===== config.mk =====
export PLATFORM = sky130hd
export DESIGN_NAME = seg_scan_scheduler_flat
export DESIGN_NICKNAME = d
export VERILOG_FILES = /design/src/rtl/seg_scan_scheduler_pkg.sv /design/src/rtl/seg_scan_scheduler_if.sv /design/src/rtl/seg_scan_scheduler_tick_gen.sv /design/src/rtl/seg_scan_scheduler.sv /design/src/flat_wrapper.sv
export SDC_FILE = /design/constraint.sdc
export NUM_CORES = 1
export LEC_CHECK = 0
export CAP_MARGIN = 5
export CORE_ASPECT_RATIO = 1.75
export CORE_MARGIN = 2
export CORE_UTILIZATION = 50
export CTS_BUF_LIST = sky130_fd_sc_hd__clkbuf_2 sky130_fd_sc_hd__clkbuf_4 sky130_fd_sc_hd__clkbuf_8
export DETAILED_ROUTE_END_ITERATION = 8
export DONT_BUFFER_PORTS = 1
export GPL_TIMING_DRIVEN = 1
export HOLD_SLACK_MARGIN = 0.15
export SYNTH_ARGS = -nofsm -noshare
export SYNTH_HDL_FRONTEND = slang
export SYNTH_SLANG_ARGS = --single-unit

===== constraint.sdc =====
create_clock -name clk -period 2.7 [get_ports clk]
set_clock_uncertainty 0.1 [all_clocks]
set_input_delay 0.405 -clock clk [delete_from_list [all_inputs] [get_ports clk]]
set_output_delay 0.405 -clock clk [all_outputs]
set_load 0.03 [all_outputs]

===== src/rtl/seg_scan_scheduler_pkg.sv =====
// Shared definitions for the two-digit 7-segment scan scheduler.
// Holds the FSM state encodings, the active-low anode patterns and a helper
// that maps a scan state to the anode pattern it should drive.
package seg_scan_scheduler_pkg;

    typedef logic [2:0] state_t;
    typedef logic [1:0] an_t;

    localparam state_t ST_IDLE  = 3'd0;
    localparam state_t ST_SHOW0 = 3'd1;
    localparam state_t ST_GAP0  = 3'd2;
    localparam state_t ST_SHOW1 = 3'd3;
    localparam state_t ST_GAP1  = 3'd4;

    localparam an_t AN_OFF = 2'b11;
    localparam an_t AN_D0  = 2'b10;
    localparam an_t AN_D1  = 2'b01;

    function automatic an_t an_for_state(input state_t s);
        case (s)
            ST_SHOW0: return AN_D0;
            ST_SHOW1: return AN_D1;
            default:  return AN_OFF;
        endcase
    endfunction

endpackage


===== src/rtl/seg_scan_scheduler_if.sv =====
// Control/status bundle of the scan scheduler.
//   en, blink        : scan enable and blink enable (master -> slave)
//   sel              : segment mux select (slave -> master)
//   an               : active-low digit anodes (slave -> master)
//   frame_done, busy : frame-end pulse and non-idle status (slave -> master)
interface seg_scan_scheduler_if;
    import seg_scan_scheduler_pkg::*;

    logic en;
    logic blink;
    logic sel;
    an_t  an;
    logic frame_done;
    logic busy;

    modport master (output en, blink, input sel, an, frame_done, busy);
    modport slave  (input en, blink, output sel, an, frame_done, busy);
endinterface


===== src/rtl/seg_scan_scheduler_tick_gen.sv =====
// Scan tick generator: free-running divider counting 0..TICK_DIV-1.
//   clk, rst : clock and asynchronous active-high reset
//   clear    : synchronous restart of the count at 0
//   tick     : high during the cycle the count equals TICK_DIV-1
module scan_tick_gen #(
    parameter int unsigned TICK_DIV = 100000
) (
    input  logic clk,
    input  logic rst,
    input  logic clear,
    output logic tick
);
    localparam int unsigned CW = ($clog2(TICK_DIV) > 0) ? $clog2(TICK_DIV) : 1;
    localparam logic [CW-1:0] LAST = CW'(TICK_DIV - 1);

    logic [CW-1:0] cnt_q;

    always_ff @(posedge clk or posedge rst) begin
        if (rst) begin
            cnt_q <= '0;
        end else if (clear || cnt_q == LAST) begin
            cnt_q <= '0;
        end else begin
            cnt_q <= cnt_q + CW'(1);
        end
    end

    assign tick = (cnt_q == LAST);
endmodule


===== src/rtl/seg_scan_scheduler.sv =====
// Two-digit multiplexed 7-segment scan scheduler.
// Cycles SHOW0 -> GAP0 -> SHOW1 -> GAP1 while enabled, blanking both anodes
// in the gaps so the shared segment select can switch without ghosting.
//   clk, rst : clock and asynchronous active-high reset
//   bus      : en/blink in; sel, an, frame_done, busy out (all registered)
module seg_scan_scheduler
    import seg_scan_scheduler_pkg::*;
#(
    parameter int unsigned TICK_DIV     = 100000,
    parameter int unsigned DIGIT_TICKS  = 4,
    parameter int unsigned BLINK_FRAMES = 125
) (
    input logic                 clk,
    input logic                 rst,
    seg_scan_scheduler_if.slave bus
);
    localparam int unsigned DW = ($clog2(DIGIT_TICKS) > 0) ? $clog2(DIGIT_TICKS) : 1;
    localparam int unsigned FW = ($clog2(BLINK_FRAMES) > 0) ? $clog2(BLINK_FRAMES) : 1;
    localparam logic [DW-1:0] DLAST = DW'(DIGIT_TICKS - 1);
    localparam logic [FW-1:0] FLAST = FW'(BLINK_FRAMES - 1);

    state_t        state_q, state_d;
    logic [DW-1:0] dcnt_q, dcnt_d;
    logic [FW-1:0] fcnt_q, fcnt_d;
    logic          phase_q, phase_d;
    logic          sel_q, sel_d;
    an_t           an_q, an_d;
    logic          fd_q, busy_q;
    logic          frame_evt;
    logic          tick;

    // Restarting in IDLE makes the first SHOW0 tick a full TICK_DIV cycles.
    scan_tick_gen #(
        .TICK_DIV (TICK_DIV)
    ) u_tick (
        .clk   (clk),
        .rst   (rst),
        .clear (!bus.en || state_q == ST_IDLE),
        .tick  (tick)
    );

    always_comb begin
        state_d   = state_q;
        dcnt_d    = dcnt_q;
        frame_evt = 1'b0;
        if (!bus.en) begin
            state_d = ST_IDLE;
            dcnt_d  = '0;
        end else begin
            case (state_q)
                ST_IDLE: state_d = ST_SHOW0;
                ST_SHOW0, ST_SHOW1: begin
                    if (tick) begin
                        if (dcnt_q == DLAST) begin
                            dcnt_d  = '0;
                            state_d = (state_q == ST_SHOW0) ? ST_GAP0 : ST_GAP1;
                        end else begin
                            dcnt_d = dcnt_q + DW'(1);
                        end
                    end
                end
                ST_GAP0: if (tick) state_d = ST_SHOW1;
                ST_GAP1: begin
                    if (tick) begin
                        state_d   = ST_SHOW0;
                        frame_evt = 1'b1;
                    end
                end
                default: state_d = ST_IDLE;
            endcase
        end

        // Blink phase advances on the same edge that starts the next frame,
        // so a blanked frame is dark from its first cycle.
        fcnt_d  = '0;
        phase_d = 1'b0;
        if (bus.en && bus.blink) begin
            fcnt_d  = fcnt_q;
            phase_d = phase_q;
            if (frame_evt) begin
                if (fcnt_q == FLAST) begin
                    fcnt_d  = '0;
                    phase_d = ~phase_q;
                end else begin
                    fcnt_d = fcnt_q + FW'(1);
                end
            end
        end

        // sel only moves when entering a blanked state.
        sel_d = sel_q;
        case (state_d)
            ST_GAP0:          sel_d = 1'b1;
            ST_GAP1, ST_IDLE: sel_d = 1'b0;
            default:          sel_d = sel_q;
        endcase

        an_d = (bus.blink && phase_d) ? AN_OFF : an_for_state(state_d);
    end

    always_ff @(posedge clk or posedge rst) begin
        if (rst) begin
            state_q <= ST_IDLE;
            dcnt_q  <= '0;
            fcnt_q  <= '0;
            phase_q <= 1'b0;
            sel_q   <= 1'b0;
            an_q    <= AN_OFF;
            fd_q    <= 1'b0;
            busy_q  <= 1'b0;
        end else begin
            state_q <= state_d;
            dcnt_q  <= dcnt_d;
            fcnt_q  <= fcnt_d;
            phase_q <= phase_d;
            sel_q   <= sel_d;
            an_q    <= an_d;
            fd_q    <= frame_evt;
            busy_q  <= (state_d != ST_IDLE);
        end
    end

    assign bus.sel        = sel_q;
    assign bus.an         = an_q;
    assign bus.frame_done = fd_q;
    assign bus.busy       = busy_q;
endmodule


===== src/flat_wrapper.sv =====
// flat-port wrapper written by rule: the top's interface ports become plain ports
module seg_scan_scheduler_flat import seg_scan_scheduler_pkg::*;
#(
    parameter int unsigned TICK_DIV     = 100000,
    parameter int unsigned DIGIT_TICKS  = 4,
    parameter int unsigned BLINK_FRAMES = 125
)
  (clk, rst, bus_en, bus_blink, bus_sel, bus_an, bus_frame_done, bus_busy);
  seg_scan_scheduler_if bus_i ();
  input logic clk;
  input logic rst;
  input wire logic [$bits(bus_i.en)-1:0] bus_en;
  input wire logic [$bits(bus_i.blink)-1:0] bus_blink;
  output wire logic [$bits(bus_i.sel)-1:0] bus_sel;
  output wire logic [$bits(bus_i.an)-1:0] bus_an;
  output wire logic [$bits(bus_i.frame_done)-1:0] bus_frame_done;
  output wire logic [$bits(bus_i.busy)-1:0] bus_busy;
  assign bus_i.en = bus_en;
  assign bus_i.blink = bus_blink;
  assign bus_sel = bus_i.sel;
  assign bus_an = bus_i.an;
  assign bus_frame_done = bus_i.frame_done;
  assign bus_busy = bus_i.busy;
  seg_scan_scheduler #(.TICK_DIV(TICK_DIV), .DIGIT_TICKS(DIGIT_TICKS), .BLINK_FRAMES(BLINK_FRAMES)) u_core (.clk(clk), .rst(rst), .bus(bus_i));
endmodule

==> results of run 1 <==
## registers in the layout, indices dropped and copies added, names as in the netlist
name / cells
u_core.bus.frame_done: 1
u_core.bus.busy: 1
u_core.dcnt_q: 2
u_core.state_q: 3
u_core.fcnt_q: 7
u_core.phase_q: 1
u_core.u_tick.cnt_q: 17
u_core.bus.an: 2
u_core.bus.sel: 1
## cells by family (layout without fill, tap and decap cells)
kind of cell,count (synthesis),in the layout,synth area share (%)
compound gates,34,34,11.0
xor+xnor,11,11,5.45
fa+ha+maj,4,4,2.83
buf+inv,13,20,3.33
flops,35,35,49.7
mux,3,3,1.70
simple gates,82,82,26.0
## synth_stat cells, types with 2 or more instances
| master | count |
|---|---|
| ha_1 | 4 |
| xnor2_1 | 3 |
| and3_1 | 4 |
| buf_2 | 2 |
| dfstp_2 | 2 |
| mux2i_1 | 3 |
| nand4_1 | 4 |
| xor2_1 | 8 |
| and4_1 | 3 |
| and2_1 | 3 |
| clkbuf_1 | 2 |
| o21ai_0 | 12 |
| inv_1 | 8 |
| nor3_1 | 2 |
| or2_2 | 2 |
| nor2b_1 | 4 |
| nand3_1 | 9 |
| nor2_1 | 19 |
| nand2_1 | 14 |
| nand3b_1 | 3 |
| or3_1 | 6 |
| a21oi_1 | 15 |
| dfrtp_1 | 33 |
## final cells by class
cell class / instances / share of cell area, %
inverters: 8 / 1.53
clock inverters: 2 / 3.06
multi-input cells: 134 / 42.2
flip-flops and latches: 35 / 44.7
well taps: 45 / 2.86
clock buffers: 6 / 3.88
repair buffers: 4 / 1.78
## metrics by stage
step / instance area, um2 / utilization [%] / power, mW / setup WS, ns
final: 1970 / 57.8 / 1.13 / 0.414
after global routing: 1970 / 57.8 / 1.17 / 0.247
after CTS: 1970 / 57.8 / 1.15 / 0.420
after detailed placement: 1810 / 53.2 / 0.579 / 0.430
after global placement: 1810 / 53.2 / 0.578 / 0.516
after floorplan: 1770 / - / 0.571 / 0.766
## what timing repair did
item                      in CTS  in global routing
hold buffers                   2                  0
hold endpoints to repair      35                  0
buffers inserted               0                  0
## metal layers
layer / vias up / part of all wire, %
li1: 650 / -
met4: 0 / 2.0
met1: 641 / 40
met3: 6 / 2.1
met2: 11 / 56
met5: - / 0
## where the power goes
| group | total (mW) | internal, mW | switching, mW |
|---|---|---|---|
| clock network | 0.562 | 0.379 | 0.183 |
| logic | 0.0324 | 0.0103 | 0.0221 |
| registers | 0.539 | 0.530 | 0.00902 |
## worst max path at each step
stage	end	cells past startpoint	slack, ns	start
global route	u_core.fcnt_q[5]$_DFFE_PP0P_	6	0.25	u_core.u_tick.cnt_q[0]$_DFF_PP0_
floorplan	u_core.fcnt_q[5]$_DFFE_PP0P_	7	0.77	u_core.u_tick.cnt_q[0]$_DFF_PP0_
global placement	u_core.fcnt_q[5]$_DFFE_PP0P_	6	0.52	u_core.u_tick.cnt_q[0]$_DFF_PP0_
CTS	u_core.fcnt_q[5]$_DFFE_PP0P_	6	0.42	u_core.u_tick.cnt_q[0]$_DFF_PP0_
detailed placement	u_core.fcnt_q[5]$_DFFE_PP0P_	6	0.43	u_core.u_tick.cnt_q[0]$_DFF_PP0_
finish	u_core.fcnt_q[5]$_DFFE_PP0P_	6	0.41	u_core.u_tick.cnt_q[0]$_DFF_PP0_
## worst register-to-register path, stage by stage, from the launching register on
cell	delay [ns]
dfrtp_1	0.37
ha_1	0.21
and4_1	0.28
nand4_2	0.32
or2_1	0.42
or3_1	0.38
a21oi_1	0.15
==> results.json, run 1 <==
{
  "cts_resized": 0,
  "arrival_ns": 2.39,
  "async_reset_ff_share_pct": 100,
  "htree_levels": 2,
  "max_clock_freq_mhz": 437,
  "worst_setup_path_start_kind": "register",
  "cts-root-buf": "clkbuf_8",
  "gr-usage-met3_pct": 3.96,
  "avgSynthCellArea_um2": 9.71,
  "yosys_warnings": 0,
  "row_count": 28,
  "hold-path-endpoint": "u_core.bus.frame_done$_DFF_PP0_",
  "vdd_drop_max_uv": 594,
  "cts_sinks": 35,
  "drt-pass1-iter-count": 4,
  "drc_errors": 0,
  "grt_pass1_wl_um": 5940,
  "worstHoldPathCells": 1,
  "r2r-end": "u_core.fcnt_q[5]$_DFFE_PP0P_",
  "grt_max_degree": 36,
  "synth_seq_cells": 35,
  "synth_area_leaders": "dfrtp_1 47%, a21oi_1 4.2%, nor2_1 4.0%",
  "reg2reg_depth": 6,
  "hold_viol": 0,
  "grt.total_usage_pct": 19.5,
  "max_stage_delay_ns": 0.42,
  "worstSetupEndpointType": "register",
  "syn_inst": 182,
  "cp_top_family": "simple AND/OR/NAND/NOR gates",
  "rsz0062_at_grt": "no",
  "hpwlAfterDp_um": 2390,
  "r2r_setup_slack_ns": 0.41,
  "synth_top_area_share_pct": 46.7,
  "overflow": 0,
  "clk_latency_ns": 0.28,
  "ys_types": 40,
  "status": "finished clean",
  "path_clk_slew_ns": 0.07,
  "setup-violations-final": 0,
  "maxSlewViolCount": 0,
  "viasPerCell": 5.59,
  "min_period_ns": 2.29,
  "nFillCells": 328,
  "crit_path_top_delay_cell": "or2_1",
  "hold_path.class": "input port to register",
  "p_leak_nw": 0.816,
  "drtAntennaViolNets": 0,
  "fp.coreArea_um2": 3400,
  "fin_cells": 234,
  "final_common_cell": "dfrtp_1",
  "whs_ns": 0.158,
  "io_buffers": 0,
  "dp.cells": 224,
  "synth_flop_cell": "dfrtp_1",
  "die_w_um": 48.9,
  "wl_per_cell_um": 14.3,
  "pin_count": 9,
  "drt-total-wl_um": 3340,
  "required_ns": 2.81,
  "power.density_nw_per_um2": 576,
  "layout_common_cells": "33 x dfrtp_1, 19 x nor2_1, 15 x a21oi_1",
  "holdCritStartpoint": "bus_en",
  "crit_type": "register to register",
  "drive_gt1_share_pct": 8.99,
  "fin_crit_sh_pct": 84.7,
  "num_antenna_cells": 0,
  "numCtsBuffers": 5,
  "synth_edf_count": 0,
  "yosysSeqAreaShare_pct": 49.7,
  "initial_core_util_pct": 52.0,
  "synth_area_um2": 1770,
  "crit_path_cell_trace": "ha_1 -> and4_1 -> nand4_2 -> or2_1 -> or3_1 -> a21oi_1",
  "via_count": 1308,
  "first_iter_violations": 15,
  "grt_use_met1_pct": 20.5,
  "area_growth_pct": 11.3,
  "antenna_found_initial": 0,
  "finalNetCount": 196,
  "critPathMaxFanout": 16,
  "tns_ns": 0,
  "slew_headroom_pct": 70.9,
  "gp_congestion": 0.800,
  "reg2reg_from": "u_core.u_tick.cnt_q[0]$_DFF_PP0_",
  "syn_nets": 190,
  "max-clock-path-buffers": 2,
  "use_met2_pct": 36.8,
  "multi_input_area_um2": 830,
  "die_area_um2": 4040,
  "grt_pass1_vias": 1310,
  "max_cap_viol_count": 0,
  "cts_tree": "yes",
  "final-seq-area_um2": 878,
  "worst_slew_pin_slew_ns": 0.436,
  "critPathBufInv": 0,
  "busiest_layer": "met2",
  "yosysTopAreaCell": "dfrtp_1",
  "die_h_um": 82.6
}
Note: power is estimated with default switching activity, not from simulation.
==> run 2, diff against run 1 <==
clock period = 2.23 ns   (was 2.7 ns; I/O delays follow)
==> results.json, run 2 (same netlist as run 1, synthesis figures left out) <==
{
  "maxSlewViolCount": 0,
  "worstSetupEndpointType": "register",
  "io_buffers": 0,
  "max_cap_viol_count": 0,
  "critPathMaxFanout": 11,
  "vdd_drop_max_uv": 412,
  "crit_path_top_delay_cell": "dfrtp_1",
  "viasPerCell": 5.84,
  "gp_congestion": 0.793,
  "row_count": 28,
  "dp.cells": 226,
  "required_ns": 2.34,
  "pin_count": 9,
  "power_mw": 1.14,
  "die_h_um": 82.6,
  "holdCritStartpoint": "bus_en",
  "finalNetCount": 198,
  "first_iter_violations": 28,
  "hpwlAfterDp_um": 2350,
  "fin_util_pct": 56.7,
  "wl_per_cell_um": 14.6,
  "fp.coreArea_um2": 3400,
  "drc_errors": 0,
  "grt.total_usage_pct": 18.6,
  "die_area_um2": 4040,
  "via_count": 1372,
  "reg2reg_depth": 7,
  "worstHoldPathCells": 2,
  "layout_common_cells": "33 x dfrtp_1, 19 x nor2_1, 15 x a21oi_1",
  "hold_path.class": "input port to register",
  "top_register": "u_core.u_tick.cnt_q",
  "antenna_found_initial": 0,
  "num_antenna_cells": 0,
  "max-clock-path-buffers": 2,
  "cts_resized": 0,
  "critPathBufInv": 1,
  "final_common_cell": "dfrtp_1",
  "slew_headroom_pct": 69.2,
  "arrival_ns": 2.19,
  "largest_reg_flops": 17,
  "numCtsBuffers": 5,
  "drt-total-wl_um": 3430,
  "hold_viol": 0,
  "crit_path_cell_trace": "ha_1 -> and4_1 -> nand4_2 -> buf_4 -> o21ai_0 -> o2111a_1 -> nand3b_1",
  "crit_type": "register to register",
  "cp_top_family": "simple AND/OR/NAND/NOR gates",
  "die_w_um": 48.9,
  "power.density_nw_per_um2": 594,
  "largest_registers": "u_core.u_tick.cnt_q x17, u_core.fcnt_q x7, u_core.state_q x3",
  "drt-pass1-iter-count": 5,
  "p_leak_nw": 0.800,
  "setup-violations-final": 0,
  "drtAntennaViolNets": 0,
  "rsz0062_at_grt": "no",
  "min_period_ns": 2.08,
  "drive_gt1_share_pct": 9.47,
  "reg2reg_from": "u_core.u_tick.cnt_q[0]$_DFF_PP0_",
  "grt_pass1_wl_um": 5650,
  "grt_max_degree": 36,
  "overflow": 0,
  "cts_setup_buffers": 0,
  "worst_setup_path_start_kind": "register",
  "clk_latency_ns": 0.28,
  "area_growth_pct": 9.14,
  "cts-root-buf": "clkbuf_8",
  "r2r-end": "u_core.bus.an[0]$_DFF_PP1_",
  "max_stage_delay_ns": 0.37,
  "cts_hold_buffers": 2,
  "grt_pass1_vias": 1322,
  "worst_slew_pin_slew_ns": 0.460,
  "htree_levels": 2,
  "max_clock_freq_mhz": 481,
  "path_clk_slew_ns": 0.07,
  "initial_core_util_pct": 52.0,
  "tns_ns": 0,
  "nFillCells": 300,
  "cts_sinks": 35,
  "fin_cells": 235,
  "cts_tree": "yes",
  "r2r_setup_slack_ns": 0.15,
  "hold-path-endpoint": "u_core.fcnt_q[2]$_DFFE_PP0P_",
  "fin_crit_sh_pct": 93.2,
  "whs_ns": 0.284,
  "status": "finished clean"
}
==> run 2: changes by cell type in the layout (fill, tap and decap cells not counted) <==
cell and change:
buf_4 +2, bufinv_16 -2, clkbuf_4 +1
==> run 2: worst max-delay path by stage <==
| stage | slack, ns | to | start | cells past startpoint |
|---|---|---|---|---|
| after floorplan | 0.30 | u_core.fcnt_q[5]$_DFFE_PP0P_ | u_core.u_tick.cnt_q[0]$_DFF_PP0_ | 7 |
| after CTS | 0.17 | u_core.fcnt_q[5]$_DFFE_PP0P_ | u_core.u_tick.cnt_q[0]$_DFF_PP0_ | 6 |
| after global routing | 0.01 | u_core.bus.an[1]$_DFF_PP1_ | u_core.u_tick.cnt_q[0]$_DFF_PP0_ | 7 |
| after detailed placement | 0.19 | u_core.fcnt_q[5]$_DFFE_PP0P_ | u_core.u_tick.cnt_q[0]$_DFF_PP0_ | 6 |
| final | 0.15 | u_core.bus.an[0]$_DFF_PP1_ | u_core.u_tick.cnt_q[0]$_DFF_PP0_ | 7 |
| after global placement | 0.25 | u_core.fcnt_q[5]$_DFFE_PP0P_ | u_core.u_tick.cnt_q[0]$_DFF_PP0_ | 6 |
==> run 2: power breakdown <==
part / switching [mW] / total [mW] / internal, mW
Combinational: 0.0278 / 0.0401 / 0.0122
Sequential: 0.0108 / 0.652 / 0.642
Clock: 0.213 / 0.452 / 0.239
Total: 0.252 / 1.14 / 0.893
==> run 2: stage by stage <==
| step | instance area, um2 | worst slack [ns] |
|---|---|---|
| 6_report | 1930 | 0.152 |
| 5_1_grt | 1930 | 0.0125 |
| 4_1_cts | 1930 | 0.166 |
| 3_5_place_dp | 1820 | 0.191 |
| 3_3_place_gp | 1820 | 0.247 |
| 2_1_floorplan | 1770 | 0.296 |
==> run 2: cell type report <==
class / count / area (um2) / area share, %
timing repair buffer: 6 / 50.0 / 2.60
multi-input combinational: 134 / 830 / 43.0
clock buffer: 7 / 83.8 / 4.35
inverter: 8 / 30.0 / 1.56
tap: 45 / 56.3 / 2.92
sequential: 35 / 878 / 45.6
==> run 2: metal layers <==
layer / global-route usage (%) / vias up / wire length (um)
met5: 0 / - / 0
met4: 10.6 / 0 / 79
met3: 3.96 / 8 / 116
met2: 37.0 / 34 / 1890
met1: 17.4 / 680 / 1340
li1: - / 650 / -
